===== src/rtl/seq_gen_if.sv =====
// Handshake bundle for the seq_gen serial pattern transmitter.
// The loop input exists only when SEQ_GEN_LOOP_EN is defined.
interface seq_gen_if #(
    parameter int WIDTH = 8
) ();
    logic             pat_ld;
    logic [WIDTH-1:0] pat_in;
    logic             start;
`ifdef SEQ_GEN_LOOP_EN
    logic             loop;
`endif
    logic             dout;
    logic             dvalid;
    logic             busy;
    logic             done;

    modport master (
`ifdef SEQ_GEN_LOOP_EN
        output loop,
`endif
        output pat_ld, pat_in, start,
        input  dout, dvalid, busy, done
    );

    modport slave (
`ifdef SEQ_GEN_LOOP_EN
        input  loop,
`endif
        input  pat_ld, pat_in, start,
        output dout, dvalid, busy, done
    );
endinterface


===== src/rtl/seq_gen.sv =====
// Serial pattern transmitter: shifts a WIDTH-bit pattern out MSB-first, idles high.
// Optional continuous repeat mode is compiled in with SEQ_GEN_LOOP_EN.
//
// state | meaning
// IDLE  | line high, accepts pat_ld and start
// SHIFT | pattern bits on dout, counter tracks bits remaining
// DONE  | last bit emitted; next edge raises done and returns to IDLE
module seq_gen #(
    parameter int               WIDTH   = 8,
    parameter logic [WIDTH-1:0] PATTERN = 8'b0101_0101
) (
    input logic    clk,
    input logic    rst_n,
    seq_gen_if.slave bus
);
    localparam int             CW       = $clog2(WIDTH);
    localparam logic [CW-1:0]  CNT_LAST = CW'(WIDTH - 1);
    localparam logic [CW-1:0]  CNT_ONE  = CW'(1);

    typedef enum logic [1:0] {
        IDLE  = 2'd0,
        SHIFT = 2'd1,
        DONE  = 2'd2
    } state_t;

    state_t           state_q;
    logic [1:0]       rst_q;
    logic             run_ok;
    logic [WIDTH-1:0] pat_q;
    logic [WIDTH-1:0] sreg_q;
    logic [CW-1:0]    cnt_q;
    logic             dout_q;
    logic             dvalid_q;
    logic             busy_q;
    logic             done_q;
    logic             loop_req;
    logic [WIDTH-1:0] load_val;

`ifdef SEQ_GEN_LOOP_EN
    assign loop_req = bus.loop;
`else
    assign loop_req = 1'b0;
`endif

    // Reset asserts asynchronously but releases through two flops before start is honoured.
    always_ff @(posedge clk or negedge rst_n) begin
        if (!rst_n) begin
            rst_q <= 2'b00;
        end else begin
            rst_q <= {rst_q[0], 1'b1};
        end
    end

    assign run_ok = rst_q[1];

    always_comb begin
        load_val = pat_q;
        if (bus.pat_ld) begin
            load_val = bus.pat_in;
        end
    end

    always_ff @(posedge clk or negedge rst_n) begin
        if (!rst_n) begin
            state_q  <= IDLE;
            pat_q    <= PATTERN;
            sreg_q   <= '1;
            cnt_q    <= '0;
            dout_q   <= 1'b1;
            dvalid_q <= 1'b0;
            busy_q   <= 1'b0;
            done_q   <= 1'b0;
        end else begin
            case (state_q)
                IDLE: begin
                    dout_q   <= 1'b1;
                    dvalid_q <= 1'b0;
                    busy_q   <= 1'b0;
                    done_q   <= 1'b0;
                    if (bus.pat_ld) begin
                        pat_q <= bus.pat_in;
                    end
                    if (bus.start && run_ok) begin
                        state_q  <= SHIFT;
                        dout_q   <= load_val[WIDTH-1];
                        sreg_q   <= {load_val[WIDTH-2:0], 1'b1};
                        cnt_q    <= CNT_LAST;
                        dvalid_q <= 1'b1;
                        busy_q   <= 1'b1;
                    end
                end
                SHIFT: begin
                    busy_q   <= 1'b1;
                    dvalid_q <= 1'b1;
                    done_q   <= 1'b0;
                    if (cnt_q == '0) begin
                        // Loop wrap: next frame's MSB follows bit 0 with no gap.
                        dout_q <= pat_q[WIDTH-1];
                        sreg_q <= {pat_q[WIDTH-2:0], 1'b1};
                        cnt_q  <= CNT_LAST;
                    end else begin
                        dout_q <= sreg_q[WIDTH-1];
                        sreg_q <= {sreg_q[WIDTH-2:0], 1'b1};
                        cnt_q  <= cnt_q - CNT_ONE;
                        if (cnt_q == CNT_ONE && !loop_req) begin
                            state_q <= DONE;
                        end
                    end
                end
                DONE: begin
                    state_q  <= IDLE;
                    dout_q   <= 1'b1;
                    dvalid_q <= 1'b0;
                    busy_q   <= 1'b1;
                    done_q   <= 1'b1;
                end
                default: begin
                    state_q  <= IDLE;
                    dout_q   <= 1'b1;
                    dvalid_q <= 1'b0;
                    busy_q   <= 1'b0;
                    done_q   <= 1'b0;
                    cnt_q    <= '0;
                end
            endcase
        end
    end

    assign bus.dout   = dout_q;
    assign bus.dvalid = dvalid_q;
    assign bus.busy   = busy_q;
    assign bus.done   = done_q;
endmodule


===== src/flat_wrapper.sv =====
// flat-port wrapper written by rule: the top's interface ports become plain ports
module seq_gen_flat 
#(
    parameter int               WIDTH   = 8,
    parameter logic [WIDTH-1:0] PATTERN = 8'b0101_0101
)
  (clk, rst_n, bus_pat_ld, bus_pat_in, bus_start, bus_dout, bus_dvalid, bus_busy, bus_done);
  seq_gen_if #(.WIDTH(WIDTH)) bus_i ();
  input logic clk;
  input logic rst_n;
  input wire logic [$bits(bus_i.pat_ld)-1:0] bus_pat_ld;
  input wire logic [$bits(bus_i.pat_in)-1:0] bus_pat_in;
  input wire logic [$bits(bus_i.start)-1:0] bus_start;
  output wire logic [$bits(bus_i.dout)-1:0] bus_dout;
  output wire logic [$bits(bus_i.dvalid)-1:0] bus_dvalid;
  output wire logic [$bits(bus_i.busy)-1:0] bus_busy;
  output wire logic [$bits(bus_i.done)-1:0] bus_done;
  assign bus_i.pat_ld = bus_pat_ld;
  assign bus_i.pat_in = bus_pat_in;
  assign bus_i.start = bus_start;
  assign bus_dout = bus_i.dout;
  assign bus_dvalid = bus_i.dvalid;
  assign bus_busy = bus_i.busy;
  assign bus_done = bus_i.done;
  seq_gen #(.WIDTH(WIDTH), .PATTERN(PATTERN)) u_core (.clk(clk), .rst_n(rst_n), .bus(bus_i));
endmodule

===== config.mk =====
export PLATFORM = sky130hd
export DESIGN_NAME = seq_gen_flat
export DESIGN_NICKNAME = d
export VERILOG_FILES = /design/src/rtl/seq_gen_if.sv /design/src/rtl/seq_gen.sv /design/src/flat_wrapper.sv
export SDC_FILE = /design/constraint.sdc
export NUM_CORES = 1
export LEC_CHECK = 0
export ABC_AREA = 1
export ABC_CLOCK_PERIOD_IN_PS = 3300
export CORE_UTILIZATION = 29
export DETAILED_ROUTE_END_ITERATION = 8
export GPL_TIMING_DRIVEN = 1
export PLACE_DENSITY = 0.43
export SKIP_CTS_REPAIR_TIMING = 1
export SLEW_MARGIN = 20
export SYNTH_ARGS = -nofsm -noshare
export SYNTH_HDL_FRONTEND = slang
export SYNTH_SLANG_ARGS = --single-unit

===== constraint.sdc =====
create_clock -name clk -period 3.3 [get_ports clk]
set_clock_uncertainty 0.2 [all_clocks]
set_input_delay 0.495 -clock clk [delete_from_list [all_inputs] [get_ports clk]]
set_output_delay 0.495 -clock clk [all_outputs]
set_load 0.05 [all_outputs]

==> results of run 1 <==
## state kept, by name, indices dropped and copies added, names as in the netlist
register and flops:
u_core.bus.dout 1, u_core.bus.busy 1, u_core.state_q 2, u_core.bus.dvalid 1, u_core.sreg_q 7, u_core.pat_q 8
u_core.cnt_q 3, u_core.bus.done 1, u_core.rst_q 2
## cell usage in the layout (no fill, tap or decap), drive strengths merged, types with 2 or more instances in the layout
master         instances
nand3                 25
clkbuf                 3
dfrtp                 14
o21ai                 16
dfstp                 12
nor2                  32
clkdlybuf4s50         15
a21oi                  3
inv                   25
nand2                 44
buf                    2
ha                     7
## worst max-delay path by stage
stage                                   to  depth (start not counted)  slack, ns
final                             bus_dout                          1       1.02
after global routing              bus_dout                          1       0.99
after CTS                         bus_dout                          1       1.01
after detailed placement   u_core.pat_q[7]                          4       1.24
after global placement     u_core.pat_q[7]                          4       1.22
after floorplan           u_core.sreg_q[6]                         10       1.77
## routing by layer
layer	share of wire, %	vias up
li1	-	613
met1	46	557
met2	50	13
met3	2.5	2
met4	0.82	0
met5	0	-
## area by class of cell
| type | instances | share of cell area (%) |
|---|---|---|
| Tap cell | 67 | 4.813 |
| Multi-Input combinational cell | 131 | 37.72 |
| Timing Repair Buffer | 17 | 9.483 |
| Sequential cell | 26 | 38.22 |
| Clock inverter | 1 | 1.724 |
| Inverter | 25 | 5.675 |
| Clock buffer | 3 | 2.371 |
## where the power goes
group	leakage, nW	switching [mW]	internal, mW	total (mW)
Combinational	0.491	0.581	0.303	0.885
Sequential	0.298	0.0680	0.516	0.584
Clock	0.0357	0.107	0.162	0.269
## logic make-up after synthesis
kind of cell / after synthesis
AND/OR/NAND/NOR: 103
XOR/XNOR: 1
flip-flops: 26
AO/OA/AOI/OAI: 19
adder cells (fa/ha/maj): 7
other: 1
buffers and inverters: 30
==> run summary, run 1 <==
reg-to-reg critical path startpoint: u_core.state_q[1]
worst setup slack before clock tree synthesis: 1.243 ns
fraction of the mapped netlist area in simple logic gates: 31.38%
run status: finished clean
sum of internal, switching and leakage power: 1.738 mW
worst max-slew margin expressed relative to the limit: 39.76%
Post-synth EDFFs: 0
average vias per placed instance: 4.389
Post-Route Hold Slack: 0.1590 ns
placement row count: 25
asr flop ratio synth: 100.0%
met2 demand-to-capacity share in global routing: 25.41%
first-pass GRT wire length: 5513 um
cell types occupying the most area after synthesis: sky130_fd_sc_hd__dfrtp_1 24%, sky130_fd_sc_hd__dfstp_2 21%, sky130_fd_sc_hd__nand2_1 10%
most numerous cell types in the synthesized netlist: 41 x sky130_fd_sc_hd__nand2_1, 31 x sky130_fd_sc_hd__nor2_1, 24 x sky130_fd_sc_hd__nand3_1
Yosys reg bits: 26
unrepaired setup endpoints after global routing: false
post-synthesis instance area: 1471 um^2
number of nets with antenna violations after detailed routing: 0
Unique masters post-synth: 24
die extent in y: 73.23 um
Placer Congestion: 0.7322
combinational family with the most area after synthesis: simple AND/OR/NAND/NOR gates
arrival time at the worst endpoint: 1.58 ns
number of antenna repair diodes: 0
final period demand of the worst path: 2.278 ns
# clock sinks: 26
most used flip-flop cell after synthesis: sky130_fd_sc_hd__dfrtp_1
total CTS buffers: 3
worst reg-to-reg setup slack: 1.29 ns
horizontal die dimension: 73.23 um
maximum number of pins on one net before global-route repair: 20
area fraction of the dominant cell type after synthesis: 23.81%
1st-iter DRT viols: 48
count of final setup violators: 0
series of cell instances along the critical path: clkdlybuf4s50_1
master cell of the clock root buffer: sky130_fd_sc_hd__clkbuf_8
global routing met3 resource utilization: 2.901%
count of filler cells inserted in the layout: 534
clock tree buffer depth: 2
kind of end point of the critical path: primary output
combined area of the multi-input logic cells: 656.9 um^2
core outline area: 4817 um^2
post-layout instance area: 1742 um^2
Slew Viols, Final: 0
share of the synthesized area in compound gates (AO/OA/AOI/OAI): 6.463%
WHS Path Cells: 0
terminating pin of the worst hold path: u_core.rst_q[1]
number of nets in the layout: 223
total via count after detailed routing: 1,185
critical path class: reg -> out
antenna violations before repair: 0
worst min-delay path category: reg -> reg
met1 usage in global routing: 15.83%
Worst path top cell family by delay: buffers and inverters
Post-Synthesis Mean Instance Area: 7.869 um^2
achievable clock frequency: 439.0 MHz
Worst setup startpoint: u_core.bus.dout
total global routing track utilization: 13.58%
net count of the mapped netlist: 206
wire per inst: 11.80 um
Placed Instances: 266
standard cell area after detailed placement: 1670 um^2
sequential cell area: 665.6 um^2
Worst Setup Start Kind: flip-flop
Synth area leader: sky130_fd_sc_hd__dfrtp_1
length of the first detailed-routing pass in iterations: 4
P&R area growth vs syn: 18.37%
buffers plus inverters on the worst setup path: 1
cell with the biggest individual delay on the critical path: sky130_fd_sc_hd__clkdlybuf4s50_1
Hold Startpoint: u_core.rst_q[0]
longest individual stage delay on the worst path: 0.79 ns
worst-case setup margin in the final layout: 1.022 ns
highest-utilization routing layer at the global route stage: met2
total power density per cell area: 997.8 nW/um^2
standby leakage power: 0.8242 nW
input/output buffers: 15
total number of yosys warnings: 0
worst ir drop on vdd: 0.4071 mV
io pins: 16
final hold violations: 0
initial core utilization: 30.55%
Total Neg Setup Slack: 0 ns
Reg-to-Reg End: u_core.cnt_q[2]
post-route clock period utilization: 69.02%
share of layout cells above drive strength 1: 13.79%
MaxCap Viol Count: 0
depth of the worst register-to-register path: 8
cells after synthesis: 187
post-synthesis sequential area ratio: 45.24%
clock edge transition at the registers on the reported setup and hold paths: 0.10 ns
GR Overflow Total: 0
via count of the first global-routing pass: 1,230
multiplexer share of the synthesized area: 0%
required time at the endpoint of the critical path: 2.60 ns
CTS H-tree depth: 1
worst skew pair latency: 0.27 ns
post-synthesis share of cell area spent on full adders, half adders and majority gates: 5.952%
Finished Core Util: 36.16%
library cell with the highest instance count after synthesis: sky130_fd_sc_hd__nand2_1
count of placed standard cells in the final layout, fillers left out: 270
final routed wirelength across all metal layers: 3187 um
TritonCTS clock tree: done
remaining design rule violation count: 0
post-synthesis xor/xnor area fraction: 0.5952%
maximum fanout along the worst path: 1
HPWL after DPL: 2421 um
Die ar.: 5363 um^2
slew at the pin closest to its max-slew limit: 0.9007 ns
Power figures use the tool's default switching activity.
==> run 2: changes to the inputs <==
--- a/config.mk
+++ b/config.mk
@@ -6,7 +6,7 @@
 export NUM_CORES = 1
 export LEC_CHECK = 0
 export ABC_AREA = 1
-export ABC_CLOCK_PERIOD_IN_PS = 3300
+export ABC_CLOCK_PERIOD_IN_PS = 2100
 export CORE_UTILIZATION = 29
 export DETAILED_ROUTE_END_ITERATION = 8
 export GPL_TIMING_DRIVEN = 1
==> constraint.sdc (replaced) <==
create_clock -name clk -period 2.1 [get_ports clk]
set_clock_uncertainty 0.2 [all_clocks]
set_input_delay 0.315 -clock clk [delete_from_list [all_inputs] [get_ports clk]]
set_output_delay 0.315 -clock clk [all_outputs]
set_load 0.05 [all_outputs]
==> run summary, run 2 (same netlist as run 1, synthesis figures left out) <==
Die ar.: 5363 um^2 (unchanged)
cell with the biggest individual delay on the critical path: sky130_fd_sc_hd__clkdlybuf4s50_1
input/output buffers: 15 (unchanged)
number of nets with antenna violations after detailed routing: 0 (unchanged)
horizontal die dimension: 73.23 um (unchanged)
critical path class: reg -> out
most common cell after layout, fill and taps aside: sky130_fd_sc_hd__nand2_1
terminating pin of the worst hold path: u_core.rst_q[1]
Comb power frac: 53.9% (+3.0 points)
kind of end point of the critical path: primary output
via count of the first global-routing pass: 1,291 (+5.0%)
sum of internal, switching and leakage power: 2.647 mW (+52%)
switching power as a share of total power: 45.57% (+2.1 points)
number of antenna repair diodes: 0 (unchanged)
MaxCap Viol Count: 0 (unchanged)
worst ir drop on vdd: 0.5179 mV (+27%)
Hold Startpoint: u_core.rst_q[0]
first-pass GRT wire length: 5699 um (+3.4%)
maximum fanout along the worst path: 1 (unchanged)
count of filler cells inserted in the layout: 536 (+0.37%)
required time at the endpoint of the critical path: 1.58 ns (-1.02 ns)
Post-Route Hold Slack: 0.1554 ns (-0.003542 ns)
longest individual stage delay on the worst path: 0.80 ns (about the same)
worst min-delay path category: reg -> reg
placement row count: 25 (unchanged)
highest-utilization routing layer at the global route stage: met2
average vias per placed instance: 4.439 (+1.1%)
Reg-to-Reg End: u_core.sreg_q[3]
initial core utilization: 30.55% (unchanged)
1st-iter DRT viols: 36 (-25%)
total via count after detailed routing: 1,203 (+1.5%)
wire per inst: 11.97 um (+1.4%)
total power density per cell area: 1539 nW/um^2 (+54%)
io pins: 16 (unchanged)
final period demand of the worst path: 1.930 ns
WHS Path Cells: 0 (unchanged)
Top reg by flops: u_core.pat_q
net switching power figure: 1.206 mW (+60%)
worst reg-to-reg setup slack: 0.36 ns (-0.93 ns)
final routed wirelength across all metal layers: 3244 um (+1.8%)
Total Neg Setup Slack: 0 ns (unchanged)
CTS H-tree depth: 1 (unchanged)
flip-flop count of the largest register after layout: 8 (unchanged)
standby leakage power: 0.8169 nW (-0.89%)
Finished Core Util: 35.71% (-0.44 points)
achievable clock frequency: 518.2 MHz
met2 demand-to-capacity share in global routing: 24.69% (-0.72 points)
# clock sinks: 26 (unchanged)
total global routing track utilization: 14.14% (+0.56 points)
share of layout cells above drive strength 1: 14.22% (+0.42 points)
master cell of the clock root buffer: sky130_fd_sc_hd__clkbuf_8
register share of total power: 34.8% (+1.2 points)
maximum number of pins on one net before global-route repair: 27 (+35%)
met1 usage in global routing: 16.27% (+0.43 points)
remaining design rule violation count: 0 (unchanged)
depth of the worst register-to-register path: 8 (unchanged)
count of final setup violators: 0 (unchanged)
arrival time at the worst endpoint: 1.41 ns (-0.17 ns)
clock edge transition at the registers on the reported setup and hold paths: 0.09 ns (about the same)
series of cell instances along the critical path: clkdlybuf4s50_1
Slew Viols, Final: 0 (unchanged)
leading cell types in the layout, fill and taps excluded: 41 x sky130_fd_sc_hd__nand2_1, 31 x sky130_fd_sc_hd__nor2_1, 24 x sky130_fd_sc_hd__nand3_1, 21 x sky130_fd_sc_hd__inv_1, 15 x sky130_fd_sc_hd__o21ai_0
P&R area growth vs syn: 16.92%
die extent in y: 73.23 um (unchanged)
reg-to-reg critical path startpoint: u_core.cnt_q[0]
leading registers by flop count: u_core.pat_q x8, u_core.sreg_q x7, u_core.cnt_q x3
clock tree buffer depth: 2 (unchanged)
length of the first detailed-routing pass in iterations: 4 (unchanged)
core outline area: 4817 um^2 (unchanged)
total CTS buffers: 3 (unchanged)
antenna violations before repair: 0 (unchanged)
number of nets in the layout: 224 (+0.45%)
global routing met3 resource utilization: 3.591% (+0.69 points)
HPWL after DPL: 2308 um (-4.7%)
Worst path top cell family by delay: buffers and inverters
unrepaired setup endpoints after global routing: false
relative contribution of the clock network to total power: 11.3% (-4.2 points)
worst skew pair latency: 0.27 ns (about the same)
run status: finished clean
Worst Setup Start Kind: flip-flop
final hold violations: 0 (unchanged)
buffers plus inverters on the worst setup path: 1 (unchanged)
Placer Congestion: 0.8407 (+15%)
post-route clock period utilization: 91.89%
GR Overflow Total: 0 (unchanged)
TritonCTS clock tree: done
Internal Power: 1.441 mW (+47%)
-- run 2: cell type report --
class	instances	area, um^2	area share, %
multi-input cells	131	656.9	38.18
flip-flops and latches	26	665.6	38.69
clock buffers	3	41.29	2.400
repair buffers	18	170.2	9.891
clock inverters	1	3.754	0.2182
inverters	25	98.84	5.745
well taps	67	83.83	4.873
-- run 2: per-layer routing --
metal	share of wire (%)	vias up
met3	3.9	6
met5	0	-
li1	-	616
met4	1.7	0
met1	47	561
met2	48	20
-- run 2: power groups by stage --
stage	combinational, mW	clock [mW]	sequential [mW]
global route	1.63	0.329	0.952
detailed placement	1.44	0	0.931
floorplan	1.05	0	1.02
CTS	1.44	0.315	0.923
global placement	1.43	0	0.929
finish	1.43	0.299	0.921
-- run 2: how the worst max path moves through the flow --
stage	from	slack, ns	depth (start not counted)	end
after floorplan	u_core.state_q[0]	0.57	10	u_core.sreg_q[6]
after global placement	bus_pat_ld	0.26	4	u_core.pat_q[7]
after detailed placement	bus_pat_ld	0.31	4	u_core.pat_q[7]
after CTS	u_core.bus.done	0.16	1	bus_done
after global routing	u_core.cnt_q[0]	0.10	8	u_core.sreg_q[4]
final	u_core.bus.done	0.17	1	bus_done
-- run 2: per-stage QoR --
stage / instances / setup slack [ns] / cell area, um^2
floorplan: 187 / 0.5709 / 1471
global placement: 267 / 0.2611 / 1675
detailed placement: 267 / 0.3052 / 1675
CTS: 271 / 0.1551 / 1720
global route: 271 / 0.1015 / 1720
finish: 271 / 0.1702 / 1720
